===== src/rtl/uart_pkg.sv =====
// Shared UART definitions: receiver state encoding and default frame geometry.
// Used by the receiver, the baud generator and the future transmitter.
package uart_pkg;

    // Default oversample ticks per bit period.
    localparam int unsigned OverSampleRateDefault = 16;

    // Default data bits per frame.
    localparam int unsigned DataBitsDefault = 8;

    // Receiver frame states. PARITY is only entered when parity is compiled in.
    typedef enum logic [2:0] {
        IDLE   = 3'd0,
        START  = 3'd1,
        DATA   = 3'd2,
        PARITY = 3'd3,
        STOP   = 3'd4
    } uart_state_e;

    // True for every state that belongs to a frame in progress.
    function automatic logic state_is_busy(input uart_state_e s);
        return s != IDLE;
    endfunction

endpackage


===== src/rtl/sync_2ff.sv =====
// Two-flop synchroniser for a single asynchronous input bit.
// ResetVal sets the value both flops hold during reset (e.g. 1 for an idle-high line).
module sync_2ff #(
    parameter logic ResetVal = 1'b0
) (
    input  logic clk_i,
    input  logic rst_ni,
    input  logic d_i,
    output logic q_o
);

    logic meta_q;
    logic sync_q;

    // Metastability filter: capture, then re-register.
    always_ff @(posedge clk_i or negedge rst_ni) begin
        if (!rst_ni) begin
            meta_q <= ResetVal;
            sync_q <= ResetVal;
        end else begin
            meta_q <= d_i;
            sync_q <= meta_q;
        end
    end

    assign q_o = sync_q;

endmodule


===== src/rtl/uart_rx.sv =====
// UART receive engine: oversampled deserialiser with a valid/ready holding register.
// Optional parity bit and parity_err_o port are enabled with `define UART_RX_PARITY_EN.
module uart_rx
    import uart_pkg::*;
#(
    parameter int unsigned OverSampleRate = OverSampleRateDefault,
    parameter int unsigned DataBits       = DataBitsDefault,
    parameter int unsigned ParityOdd      = 0
) (
    input  logic                clk_i,
    input  logic                rst_ni,
    input  logic                baudx16_tick_i,
    input  logic                rx_i,
    output logic [DataBits-1:0] rx_data_o,
    output logic                rx_valid_o,
    input  logic                rx_ready_i,
    output logic                rx_busy_o,
    output logic                frame_err_o,
    output logic                overrun_err_o
`ifdef UART_RX_PARITY_EN
    ,
    output logic                parity_err_o
`endif
);

    localparam int unsigned TickW = $clog2(OverSampleRate);
    localparam int unsigned IdxW  = $clog2(DataBits);

    localparam logic [TickW-1:0] TickMid  = TickW'(OverSampleRate / 2 - 1);
    localparam logic [TickW-1:0] TickLast = TickW'(OverSampleRate - 1);
    localparam logic [IdxW-1:0]  IdxLast  = IdxW'(DataBits - 1);

`ifdef UART_RX_PARITY_EN
    localparam logic ParityBit = 1'(ParityOdd);
`endif

    // Reject parameter combinations the frame timing cannot support.
    if (OverSampleRate < 4 || (OverSampleRate % 2) != 0) begin : g_bad_osr
        $error("uart_rx: OverSampleRate must be even and >= 4");
    end
    if (DataBits < 5 || DataBits > 8) begin : g_bad_bits
        $error("uart_rx: DataBits must be in 5..8");
    end
    if (ParityOdd > 1) begin : g_bad_parity
        $error("uart_rx: ParityOdd must be 0 or 1");
    end

    uart_state_e         state_q, state_d;
    logic [TickW-1:0]    tick_cnt_q, tick_cnt_d;
    logic [IdxW-1:0]     bit_idx_q, bit_idx_d;
    logic [DataBits-1:0] shift_q, shift_d;
    logic [DataBits-1:0] rx_data_q, rx_data_d;
    logic                rx_valid_q, rx_valid_d;
    logic                frame_err_q, frame_err_d;
    logic                overrun_err_q, overrun_err_d;
    logic                rx_prev_q;
`ifdef UART_RX_PARITY_EN
    logic                perr_q, perr_d;
    logic                parity_err_q, parity_err_d;
`endif

    logic rx_s;
    logic start_edge;
    logic handshake;

    // Bring the asynchronous line into the clock domain; idle-high at reset.
    sync_2ff #(
        .ResetVal(1'b1)
    ) u_sync_rx (
        .clk_i (clk_i),
        .rst_ni(rst_ni),
        .d_i   (rx_i),
        .q_o   (rx_s)
    );

    // Falling edge only, so a held-low break cannot retrigger a frame.
    assign start_edge = rx_prev_q && !rx_s;
    assign handshake  = rx_valid_q && rx_ready_i;

    // Next-state and datapath decode for the frame FSM.
    always_comb begin
        state_d       = state_q;
        tick_cnt_d    = tick_cnt_q;
        bit_idx_d     = bit_idx_q;
        shift_d       = shift_q;
        rx_data_d     = rx_data_q;
        rx_valid_d    = rx_valid_q && !handshake;
        frame_err_d   = 1'b0;
        overrun_err_d = 1'b0;
`ifdef UART_RX_PARITY_EN
        perr_d        = perr_q;
        parity_err_d  = 1'b0;
`endif

        case (state_q)
            IDLE: begin
                if (start_edge) begin
                    state_d    = START;
                    tick_cnt_d = '0;
                end
            end

            START: begin
                if (baudx16_tick_i) begin
                    if (tick_cnt_q == TickMid) begin
                        tick_cnt_d = '0;
                        if (!rx_s) begin
                            state_d   = DATA;
                            bit_idx_d = '0;
                        end else begin
                            state_d = IDLE;
                        end
                    end else begin
                        tick_cnt_d = tick_cnt_q + TickW'(1);
                    end
                end
            end

            DATA: begin
                if (baudx16_tick_i) begin
                    if (tick_cnt_q == TickLast) begin
                        tick_cnt_d = '0;
                        // LSB arrives first, so shifting in at the top leaves bit 0 in shift[0].
                        shift_d = {rx_s, shift_q[DataBits-1:1]};
                        if (bit_idx_q == IdxLast) begin
`ifdef UART_RX_PARITY_EN
                            state_d = PARITY;
`else
                            state_d = STOP;
`endif
                        end else begin
                            bit_idx_d = bit_idx_q + IdxW'(1);
                        end
                    end else begin
                        tick_cnt_d = tick_cnt_q + TickW'(1);
                    end
                end
            end

`ifdef UART_RX_PARITY_EN
            PARITY: begin
                if (baudx16_tick_i) begin
                    if (tick_cnt_q == TickLast) begin
                        tick_cnt_d = '0;
                        perr_d     = (^shift_q) ^ rx_s ^ ParityBit;
                        state_d    = STOP;
                    end else begin
                        tick_cnt_d = tick_cnt_q + TickW'(1);
                    end
                end
            end
`endif

            STOP: begin
                if (baudx16_tick_i) begin
                    if (tick_cnt_q == TickLast) begin
                        tick_cnt_d = '0;
                        state_d    = IDLE;
                        if (!rx_s) begin
                            frame_err_d = 1'b1;
                        end
`ifdef UART_RX_PARITY_EN
                        else if (perr_q) begin
                            parity_err_d = 1'b1;
                        end
`endif
                        // A same-cycle handshake frees the holding register for the new byte.
                        else if (!rx_valid_q || handshake) begin
                            rx_data_d  = shift_q;
                            rx_valid_d = 1'b1;
                        end else begin
                            overrun_err_d = 1'b1;
                        end
                    end else begin
                        tick_cnt_d = tick_cnt_q + TickW'(1);
                    end
                end
            end

            default: begin
                state_d = IDLE;
            end
        endcase
    end

    // State, counters, holding register and error pulse registers.
    always_ff @(posedge clk_i or negedge rst_ni) begin
        if (!rst_ni) begin
            state_q       <= IDLE;
            tick_cnt_q    <= '0;
            bit_idx_q     <= '0;
            shift_q       <= '0;
            rx_data_q     <= '0;
            rx_valid_q    <= 1'b0;
            frame_err_q   <= 1'b0;
            overrun_err_q <= 1'b0;
            rx_prev_q     <= 1'b1;
`ifdef UART_RX_PARITY_EN
            perr_q        <= 1'b0;
            parity_err_q  <= 1'b0;
`endif
        end else begin
            state_q       <= state_d;
            tick_cnt_q    <= tick_cnt_d;
            bit_idx_q     <= bit_idx_d;
            shift_q       <= shift_d;
            rx_data_q     <= rx_data_d;
            rx_valid_q    <= rx_valid_d;
            frame_err_q   <= frame_err_d;
            overrun_err_q <= overrun_err_d;
            rx_prev_q     <= rx_s;
`ifdef UART_RX_PARITY_EN
            perr_q        <= perr_d;
            parity_err_q  <= parity_err_d;
`endif
        end
    end

    assign rx_data_o     = rx_data_q;
    assign rx_valid_o    = rx_valid_q;
    assign frame_err_o   = frame_err_q;
    assign overrun_err_o = overrun_err_q;
    // Busy is a direct state decode so it tracks the frame without extra delay.
    assign rx_busy_o     = state_is_busy(state_q);
`ifdef UART_RX_PARITY_EN
    assign parity_err_o  = parity_err_q;
`endif

endmodule


===== config.mk =====
export PLATFORM = sky130hd
export DESIGN_NAME = uart_rx
export DESIGN_NICKNAME = d
export VERILOG_FILES = /design/src/rtl/uart_pkg.sv /design/src/rtl/sync_2ff.sv /design/src/rtl/uart_rx.sv
export SDC_FILE = /design/constraint.sdc
export NUM_CORES = 1
export LEC_CHECK = 0
export CAP_MARGIN = 15
export CORE_ASPECT_RATIO = 1.75
export CORE_MARGIN = 2
export CORE_UTILIZATION = 54
export DETAILED_ROUTE_END_ITERATION = 8
export GPL_ROUTABILITY_DRIVEN = 0
export PLACE_DENSITY = 0.78
export SYNTH_ARGS = -nofsm -noshare
export SYNTH_HDL_FRONTEND = slang
export SYNTH_SLANG_ARGS = --single-unit

===== constraint.sdc =====
create_clock -name clk_i -period 2.4 [get_ports clk_i]
set_input_delay 0.48 -clock clk_i [delete_from_list [all_inputs] [get_ports clk_i]]
set_output_delay 0.48 -clock clk_i [all_outputs]
set_load 0.05 [all_outputs]

==> flow_metrics.py, run 1 <==
metrics = {
    "synthesis": {
        "post_synth.cell_area_avg_sq_um": 12.62,
        "synth_top_area_share_pct": 51.33,
        "synth-seq-cells": 32,
        "yosys.area.top_type": "dfrtp_1",
        "yosysUniqueCellTypes": 34,
        "synth_area_leaders": "dfrtp_1, mux2_2, dfstp_2",
        "seq_area_frac_synth_pct": 56.90,
        "syn_nets": 120,
        "synthesis.area_sq_um": 1414,
        "ys.warnings.count": 0,
        "synth_cells": 112,
    },
    "critical_path": {
        "critical_path_arrival_ns": 1.51,
        "max_stage_delay_ns": 0.48,
        "r2r_end": "bit_idx_q[0]$_DFFE_PN0P_",
        "r2r_cells": 5,
        "end_kind": "output pin",
        "crit_path_cell_trace": "nor3_1 -> inv_1 -> dlymetal6s2s_1",
        "cp_max_fo": 9,
        "cp_slowest_cell": "dfrtp_1",
        "critPathCapture": "rx_busy_o",
        "worstSetupPathType": "register to output pin",
        "crit_start": "state_q[0]$_DFFE_PN0P_",
        "rrSetupSlack_ns": 0.43,
        "timing.rr.start": "state_q[0]$_DFFE_PN0P_",
        "worstPathRequired_ns": 1.92,
        "cp-start-kind": "register",
    },
    "die": {
        "die_w_microns": 42.68,
        "die-height_microns": 71.69,
        "fp-row-count": 24,
        "start_util_pct": 56.73,
        "io_pins": 17,
        "die_area_sq_um": 3060,
        "core_sq_um": 2492,
    },
    "timing": {
        "min_period_ns": 1.987,
        "setup_violations": 0,
        "relSlewSlack_pct": 57.93,
        "finalMaxSlewViolations": 0,
        "period_share_pct": 82.79,
        "setup_ws_ns": 0.4130,
        "worstMarginPinSlew_ns": 0.6291,
        "rsz0062_at_grt": "false",
        "fin_setup_tns_ns": 0,
        "finClkSkew_ns": 0.007481,
        "max_freq_mhz": 503.3,
        "hold_violations": 0,
    },
    "routing": {
        "ant_nets": 0,
        "routed_wl_mm": 2.471,
        "drcViolationCount": 0,
        "routedWlPerCell_microns": 15.54,
        "drt_first_pass_iters": 3,
        "vias_per_cell": 5.604,
        "vias": 891,
        "drt_iter0_markers": 9,
    },
    "cts": {
        "postCtsSetupBuffers": 0,
        "cts_tree": "built",
        "cts.sinks": 32,
        "cts-buffers-inserted": 5,
        "clk_pin_slew_worst_paths_ns": 0.06,
        "cts_max_level": 2,
        "postCtsHoldBufs": 0,
        "clk_path_buf_depth": 2,
        "insertion_delay_ns": 0.28,
        "root_buffer": "clkbuf_8",
        "post_cts_resized": 0,
    },
    "cells_and_area": {
        "fill_cells": 181,
        "drive_above_1_share_pct": 27.07,
        "area_growth_pct": 20.35,
        "diodes": 0,
        "fin_nets": 140,
        "final_cell_area_sq_um": 1702,
        "fin_cells": 159,
    },
    "global_routing": {
        "gr-total-overflow": 0,
        "grt.total_usage_pct": 19.32,
        "grt_pass1_wl_mm": 4.319,
        "grt_pass1_vias": 1019,
        "antenna_found_initial": 0,
        "grt_max_degree": 21,
    },
    "worst_hold_path": {
        "hold_class": "register to register",
        "hold_depth": 0,
    },
    "run_status": {
        "status": "complete, no violations",
    },
    "placed_design": {
        "port_buffers": 16,
        "dpl_cell_area_sq_um": 1599,
        "place_inst": 151,
        "dpl_worst_slack_ns": 0.2093,
        "dp_hpwl_mm": 1.792,
    },
    "pwr": {
        "p_leak_nw": 0.8152,
        "ir_drop_mv": 0.6325,
        "power.density_nw_per_um2": 943.6,
    },
    "job": {
        "drv_cap": 0,
    },
}
## critical path, delay by kind of cell, from the launching register on
family,cells,cell delay [ns]
flops,1,0.48
buf+inv,2,0.41
simple gates,1,0.34
## worst min-delay path by stage
stage	to	slack, ns	from
after floorplan	bit_idx_q[0]$_DFFE_PN0P_	0.18	rst_ni
after global placement	u_sync_rx.q_o$_DFF_PN1_	0.35	u_sync_rx.meta_q$_DFF_PN1_
after detailed placement	u_sync_rx.q_o$_DFF_PN1_	0.35	u_sync_rx.meta_q$_DFF_PN1_
after CTS	u_sync_rx.q_o$_DFF_PN1_	0.35	u_sync_rx.meta_q$_DFF_PN1_
after global routing	u_sync_rx.q_o$_DFF_PN1_	0.35	u_sync_rx.meta_q$_DFF_PN1_
final	u_sync_rx.q_o$_DFF_PN1_	0.35	u_sync_rx.meta_q$_DFF_PN1_
## stage by stage
| step | total power [mW] | utilization [%] | hold slack (ns) |
|---|---|---|---|
| floorplan | 1.079 | - | 0.1844 |
| global placement | 1.143 | 64.16 | 0.3467 |
| detailed placement | 1.172 | 64.16 | 0.3468 |
| CTS | 1.624 | 68.17 | 0.3491 |
| global route | 1.696 | 68.27 | 0.3516 |
| finish | 1.606 | 68.27 | 0.3455 |
## final cells by class
type	instances	area, sq um	area share (%)
Sequential cell	32	804.5	47.28
Multi-Input combinational cell	72	566.8	33.31
Timing Repair Buffer	17	182.7	10.74
Clock buffer	8	100.1	5.882
Tap cell	26	32.53	1.912
Inverter	4	15.01	0.8824
## cell usage in the layout (no fill, tap or decap), types with 2 or more instances in the layout
cell and instances:
clkbuf_8 7, clkdlybuf4s50_1 15, dfrtp_1 29, dfstp_2 3
ha_1 3, inv_1 4, mux2_2 20, mux2i_1 2
nand2_1 7, nand3_1 2, nor2_1 11, nor2_2 2
nor3_1 5, xnor2_1 2
## state kept, by name (all words and copies together), names as in the netlist, 3 cells and up
register	flops
shift_q	8
bit_idx_q	3
state_q	3
tick_cnt_q	4
rx_data_o	8
## power breakdown
| group | switching, mW | internal (mW) | total [mW] |
|---|---|---|---|
| Clock | 0.181 | 0.261 | 0.442 |
| Sequential | 0.0944 | 0.609 | 0.704 |
| Combinational | 0.242 | 0.218 | 0.460 |
## per-layer routing
layer	up-vias	wire (microns)	GRT usage [%]
li1	431	-	-
met1	438	939	20.31
met2	16	1350	32.49
met3	6	108	7.053
met4	0	72	10.76
met5	-	0	0
## Yosys cell counts, drive strengths merged
master / n
dfrtp: 29
mux2: 21
nor2: 13
nand2: 7
nor3: 5
inv: 4
buf: 3
dfstp: 3
ha: 3
mux2i: 2
nand3: 2
o21ai: 2
xnor2: 2
a211o: 1
a21oi: 1
a221o: 1
a22oi: 1
a2bb2oi: 1
a32o: 1
a41oi: 1
clkbuf: 1
maj3: 1
nand2b: 1
nand3b: 1
nand4: 1
nor3b: 1
or2b: 1
or3: 1
or3b: 1
## cells by family (layout without fill, tap and decap cells)
group	Yosys count	in the layout	synth area share, %
xor gates and xnor gates	2	2	1.239
buffers and inverters	8	29	3.008
AOI/OAI and AO/OA	9	9	4.867
muxes	23	23	18.41
and+or+nand+nor	34	34	12.21
DFF	32	32	56.90
adders and majority gates	4	4	3.363
(Power assumes the default switching activity.)
==> inputs of run 2 (changes only) <==
==> constraint.sdc (replaced) <==
create_clock -name clk_i -period 2 [get_ports clk_i]
set_input_delay 0.4 -clock clk_i [delete_from_list [all_inputs] [get_ports clk_i]]
set_output_delay 0.4 -clock clk_i [all_outputs]
set_load 0.05 [all_outputs]
==> flow_metrics.py, run 2 (synthesis results as in run 1) <==
metrics = {
    "pwr": {
        "ir_drop_mv": 0.6630,
        "p_leak_nw": 0.8273,
        "total_power_mw": 1.906,
        "power.density_nw_per_um2": 1108,
    },
    "die": {
        "io_pins": 17,
        "die_w_microns": 42.68,
        "die_area_sq_um": 3060,
        "fp-row-count": 24,
        "core_sq_um": 2492,
        "die-height_microns": 71.69,
        "start_util_pct": 56.73,
    },
    "critical_path": {
        "cp_max_fo": 8,
        "rrSetupSlack_ns": 0.08,
        "path_buf_inv": 0,
        "critical_path_arrival_ns": 2.08,
        "r2r_cells": 5,
        "end_kind": "register",
        "cp_slowest_cell": "dfrtp_1",
        "critPathTopFamily": "simple AND/OR/NAND/NOR gates",
        "max_stage_delay_ns": 0.46,
        "cp-start-kind": "register",
        "r2r_end": "bit_idx_q[0]$_DFFE_PN0P_",
        "worstPathRequired_ns": 2.16,
        "worstSetupPathType": "register to register",
        "crit_path_cell_trace": "or3b_4 -> nor2_2 -> a41oi_1 -> or3_4 -> mux2_4",
        "timing.rr.start": "state_q[1]$_DFFE_PN0P_",
    },
    "global_routing": {
        "grt_pass1_vias": 1022,
        "gr-total-overflow": 0,
        "antenna_found_initial": 0,
        "grt.total_usage_pct": 18.61,
        "grt_pass1_wl_mm": 4.278,
        "grt_max_degree": 33,
    },
    "cells_and_area": {
        "layout_common_cells": "dfrtp_1, mux2_2, clkdlybuf4s50_1",
        "fin_cells": 165,
        "final_cell_area_sq_um": 1719,
        "multi_input_area_sq_um": 566.8,
        "fill_cells": 178,
        "final_common_cell": "dfrtp_1",
        "fin_nets": 146,
        "diodes": 0,
        "drive_above_1_share_pct": 30.22,
        "area_growth_pct": 21.59,
        "final_util_pct": 68.98,
        "regArea_sq_um": 804.5,
    },
    "cts": {
        "clk_pin_slew_worst_paths_ns": 0.06,
        "post_cts_resized": 0,
        "cts-buffers-inserted": 5,
        "insertion_delay_ns": 0.27,
        "cts_tree": "built",
        "postCtsHoldBufs": 0,
        "cts_max_level": 2,
        "cts.sinks": 32,
        "clk_path_buf_depth": 2,
        "postCtsSetupBuffers": 0,
        "root_buffer": "clkbuf_8",
    },
    "placed_design": {
        "dp_hpwl_mm": 1.847,
        "dpl_worst_slack_ns": 0.005180,
        "place_inst": 157,
        "port_buffers": 16,
        "dpl_cell_area_sq_um": 1629,
    },
    "routing": {
        "vias": 917,
        "vias_per_cell": 5.558,
        "drcViolationCount": 0,
        "ant_nets": 0,
        "drt_iter0_markers": 13,
        "routedWlPerCell_microns": 15.11,
        "routed_wl_mm": 2.493,
        "drt_first_pass_iters": 4,
    },
    "worst_hold_path": {
        "hold_class": "register to register",
        "hold_depth": 0,
        "holdPathEnd": "u_sync_rx.q_o$_DFF_PN1_",
        "worstHoldStart": "u_sync_rx.meta_q$_DFF_PN1_",
    },
    "timing": {
        "hold_violations": 0,
        "fin_setup_tns_ns": 0,
        "setup_ws_ns": 0.07835,
        "finalMaxSlewViolations": 0,
        "rsz0062_at_grt": "false",
        "hold_slack_ns": 0.3452,
        "worstMarginPinSlew_ns": 0.4979,
        "relSlewSlack_pct": 66.70,
        "period_share_pct": 96.08,
        "max_freq_mhz": 520.4,
        "min_period_ns": 1.922,
        "finClkSkew_ns": 0.007722,
        "setup_violations": 0,
    },
    "run_status": {
        "status": "complete, no violations",
    },
    "job": {
        "drv_cap": 0,
    },
}
run 2: cell types whose count changed in the layout (fill, tap and decap cells not counted), sizes merged:
cell / before / now
buf: 1 / 8
dlymetal6s2s: 1 / 0
run 2: worst max path at each step:
stage                                      start                        to  slack (ns)  depth (start not counted)
after floorplan           state_q[0]$_DFFE_PN0P_  bit_idx_q[0]$_DFFE_PN0P_        0.13                          6
after global placement            baudx16_tick_i  rx_data_o[5]$_DFFE_PN0P_        0.09                          6
after detailed placement          baudx16_tick_i    state_q[0]$_DFFE_PN0P_       0.005                          5
after CTS                 state_q[1]$_DFFE_PN0P_  bit_idx_q[0]$_DFFE_PN0P_        0.07                          5
after global routing      state_q[1]$_DFFE_PN0P_  bit_idx_q[0]$_DFFE_PN0P_       0.007                          5
final                     state_q[1]$_DFFE_PN0P_  bit_idx_q[0]$_DFFE_PN0P_        0.08                          5
run 2: report_power, final:
group	leakage (nW)	internal, mW	switching [mW]
Sequential	0.430	0.731	0.0970
Clock	0.0455	0.280	0.207
Combinational	0.352	0.282	0.309
Total	0.827	1.29	0.612
run 2: layout make-up:
class | instances | area share, %
multi-input cells | 72 | 32.97
repair buffers | 23 | 12.23
inverters | 4 | 0.8734
well taps | 26 | 1.892
flip-flops and latches | 32 | 46.80
clock buffers | 8 | 5.240
run 2: per-layer routing:
metal / GRT usage (%) / vias up / part of all wire [%]
li1: - / 442 / -
met1: 19.66 / 443 / 38
met2: 32.83 / 26 / 56
met3: 3.778 / 6 / 3.6
met4: 11.11 / 0 / 2.4
met5: 0 / - / 0
run 2: worst register-to-register path: cells and delay by family, from the launching register on:
family	cells	cell delay, ns
muxes	1	0.30
AOI/OAI and AO/OA	1	0.12
DFF	1	0.46
and+or+nand+nor	3	0.92
==> inputs of run 3 (changes only) <==
--- a/config.mk
+++ b/config.mk
@@ -5,13 +5,15 @@
 export SDC_FILE = /design/constraint.sdc
 export NUM_CORES = 1
 export LEC_CHECK = 0
+export ABC_AREA = 1
 export CAP_MARGIN = 15
 export CORE_ASPECT_RATIO = 1.75
 export CORE_MARGIN = 2
-export CORE_UTILIZATION = 54
+export CORE_UTILIZATION = 56
+export CTS_CLUSTER_DIAMETER = 200
 export DETAILED_ROUTE_END_ITERATION = 8
 export GPL_ROUTABILITY_DRIVEN = 0
-export PLACE_DENSITY = 0.78
+export PLACE_DENSITY = 0.79
 export SYNTH_ARGS = -nofsm -noshare
 export SYNTH_HDL_FRONTEND = slang
 export SYNTH_SLANG_ARGS = --single-unit
==> flow_metrics.py, run 3 <==
metrics = {
    "routing": {
        "routedWlPerCell_microns": 13.97,
        "vias": 1267,
        "drt_first_pass_iters": 4,
        "ant_nets": 0,
        "vias_per_cell": 5.438,
        "drt_iter0_markers": 43,
        "routed_wl_mm": 3.254,
        "drcViolationCount": 0,
    },
    "die": {
        "fp-row-count": 26,
        "die_area_sq_um": 3455,
        "die_w_microns": 45.30,
        "core_sq_um": 2895,
        "io_pins": 17,
        "die-height_microns": 76.28,
        "start_util_pct": 57.74,
    },
    "pwr": {
        "total_power_mw": 2.259,
        "p_leak_nw": 0.9350,
        "ir_drop_mv": 0.6213,
        "power.density_nw_per_um2": 1166,
    },
    "global_routing": {
        "grt_max_degree": 33,
        "grt-busiest-layer": "met2",
        "grt.total_usage_pct": 22.44,
        "grt_use_met3_pct": 4.265,
        "grt_pass1_wl_mm": 5.637,
        "globalRouteMet2Util_pct": 36.29,
        "gr-total-overflow": 0,
        "grt_pass1_vias": 1251,
        "antenna_found_initial": 0,
        "use_met1_pct": 26.47,
    },
    "synthesis": {
        "post_synth.cell_area_avg_sq_um": 9.134,
        "yosysUniqueCellTypes": 24,
        "syn_nets": 191,
        "synth-xor-area-share_pct": 0.5240,
        "synth_edf_count": 0,
        "synth_top_family_by_area": "simple AND/OR/NAND/NOR gates",
        "synth_most_common_cell": "nand2_1",
        "yosys.area_share.simple_pct": 33.53,
        "ys_async_sr_fraction_pct": 100.0,
        "synth-seq-cells": 32,
        "synth_commonest_cells": "nand2_1, dfrtp_1, inv_1, nand3_1, nand2_2",
        "synthesis.area_sq_um": 1672,
        "synth_fa_ha_area_share_pct": 2.246,
        "synth-compound-area-share_pct": 8.608,
        "yosys.area.top_type": "dfrtp_1",
        "synth-main-ff-cell": "dfrtp_1",
        "seq_area_frac_synth_pct": 48.13,
        "synth_area_leaders": "dfrtp_1, nand2_1, dfstp_2",
        "synth_top_area_share_pct": 43.41,
        "ys.warnings.count": 0,
        "synth_mux_area_share_pct": 0,
        "synth_cells": 183,
    },
    "cells_and_area": {
        "multi_input_area_sq_um": 750.7,
        "drive_above_1_share_pct": 23.90,
        "area_growth_pct": 15.94,
        "final_common_cell": "nand2_1",
        "fin_nets": 212,
        "diodes": 0,
        "regArea_sq_um": 804.5,
        "fill_cells": 247,
        "layout_common_cells": "nand2_1, dfrtp_1, inv_1",
    },
    "worst_hold_path": {
        "hold_class": "register to register",
    },
    "cts": {
        "root_buffer": "clkbuf_8",
        "cts-buffers-inserted": 5,
        "insertion_delay_ns": 0.29,
        "post_cts_resized": 0,
        "postCtsHoldBufs": 0,
        "cts.sinks": 32,
        "cts_tree": "built",
        "clk_path_buf_depth": 2,
        "cts_max_level": 2,
        "postCtsSetupBuffers": 0,
        "clk_pin_slew_worst_paths_ns": 0.07,
    },
    "timing": {
        "hold_violations": 0,
        "period_share_pct": 94.83,
        "hold_slack_ns": 0.3632,
        "max_freq_mhz": 527.3,
        "relSlewSlack_pct": 66.53,
        "finClkSkew_ns": 0.01106,
        "worstMarginPinSlew_ns": 0.5005,
        "rsz0062_at_grt": "false",
        "finalMaxSlewViolations": 0,
        "fin_setup_tns_ns": 0,
        "setup_violations": 0,
        "min_period_ns": 1.897,
    },
    "job": {
        "drv_cap": 0,
    },
    "critical_path": {
        "worstSetupPathType": "register to output pin",
        "crit_path_cell_trace": "nor2_4 -> inv_1 -> nor2_1 -> inv_1 -> buf_4",
        "crit_top_cell": "inv_1",
        "worstPathRequired_ns": 1.60,
        "end_kind": "output pin",
        "max_stage_delay_ns": 0.52,
        "cp_slowest_cell": "dfrtp_1",
        "cp-start-kind": "register",
        "cp_max_fo": 7,
        "critical_path_arrival_ns": 1.50,
    },
    "run_status": {
        "status": "complete, no violations",
    },
    "placed_design": {
        "dp_hpwl_mm": 2.449,
        "port_buffers": 16,
    },
}
-- run 3: layer usage --
metal / vias to the layer above / wire length, microns
met3: 9 / 122
met4: 0 / 101
met5: - / 0
li1: 619 / -
met2: 31 / 1804
met1: 608 / 1225
-- run 3: through the flow --
step	util, %	setup slack [ns]	instance area [sq um]	instances
final	66.94	0.1035	1938	233
after global routing	66.94	0.004185	1938	233
after CTS	66.94	0.1069	1938	233
after detailed placement	63.48	0.1542	1838	225
after global placement	63.48	0.1971	1838	225
after floorplan	-	0.5671	1672	183
-- run 3: cell families after synthesis --
kind of cell	count (synthesis)
AO/OA/AOI/OAI	21
XOR/XNOR	1
adder cells (fa/ha/maj)	3
buffers and inverters	25
flip-flops	32
AND/OR/NAND/NOR	101
-- run 3: worst paths after layout --
kind,startpoint,to,slack (ns),cells past startpoint
worst max-delay path,state_q[1]$_DFFE_PN0P_,rx_busy_o,0.10,5
worst min-delay path,u_sync_rx.meta_q$_DFF_PN1_,u_sync_rx.q_o$_DFF_PN1_,0.36,0
worst max register to register,tick_cnt_q[0]$_DFFE_PN0P_,rx_data_o[4]$_DFFE_PN0P_,0.41,6
worst min register to register,u_sync_rx.meta_q$_DFF_PN1_,u_sync_rx.q_o$_DFF_PN1_,0.36,0
max in group asynchronous,rst_ni,u_sync_rx.q_o$_DFF_PN1_,1.15,2
min in group asynchronous,rst_ni,tick_cnt_q[3]$_DFFE_PN0P_,0.50,2
-- run 3: worst max-delay path, delay by kind of cell (launching register included) --
family / cells / cell delay (ns)
flops: 1 / 0.52
buf+inv: 3 / 0.33
simple gates: 2 / 0.35
-- run 3: final cells by class --
type,instances,area share (%)
multi-input cells,126,38.73
flip-flops and latches,32,41.51
inverters,22,4.261
repair buffers,17,8.522
well taps,28,1.808
clock buffers,8,5.165
-- run 3: power breakdown --
part	leakage, nW	internal (mW)	total [mW]	switching (mW)
Sequential	0.432	0.708	0.822	0.114
Combinational	0.451	0.289	0.884	0.595
Clock	0.0515	0.314	0.553	0.239
Total	0.935	1.31	2.26	0.948
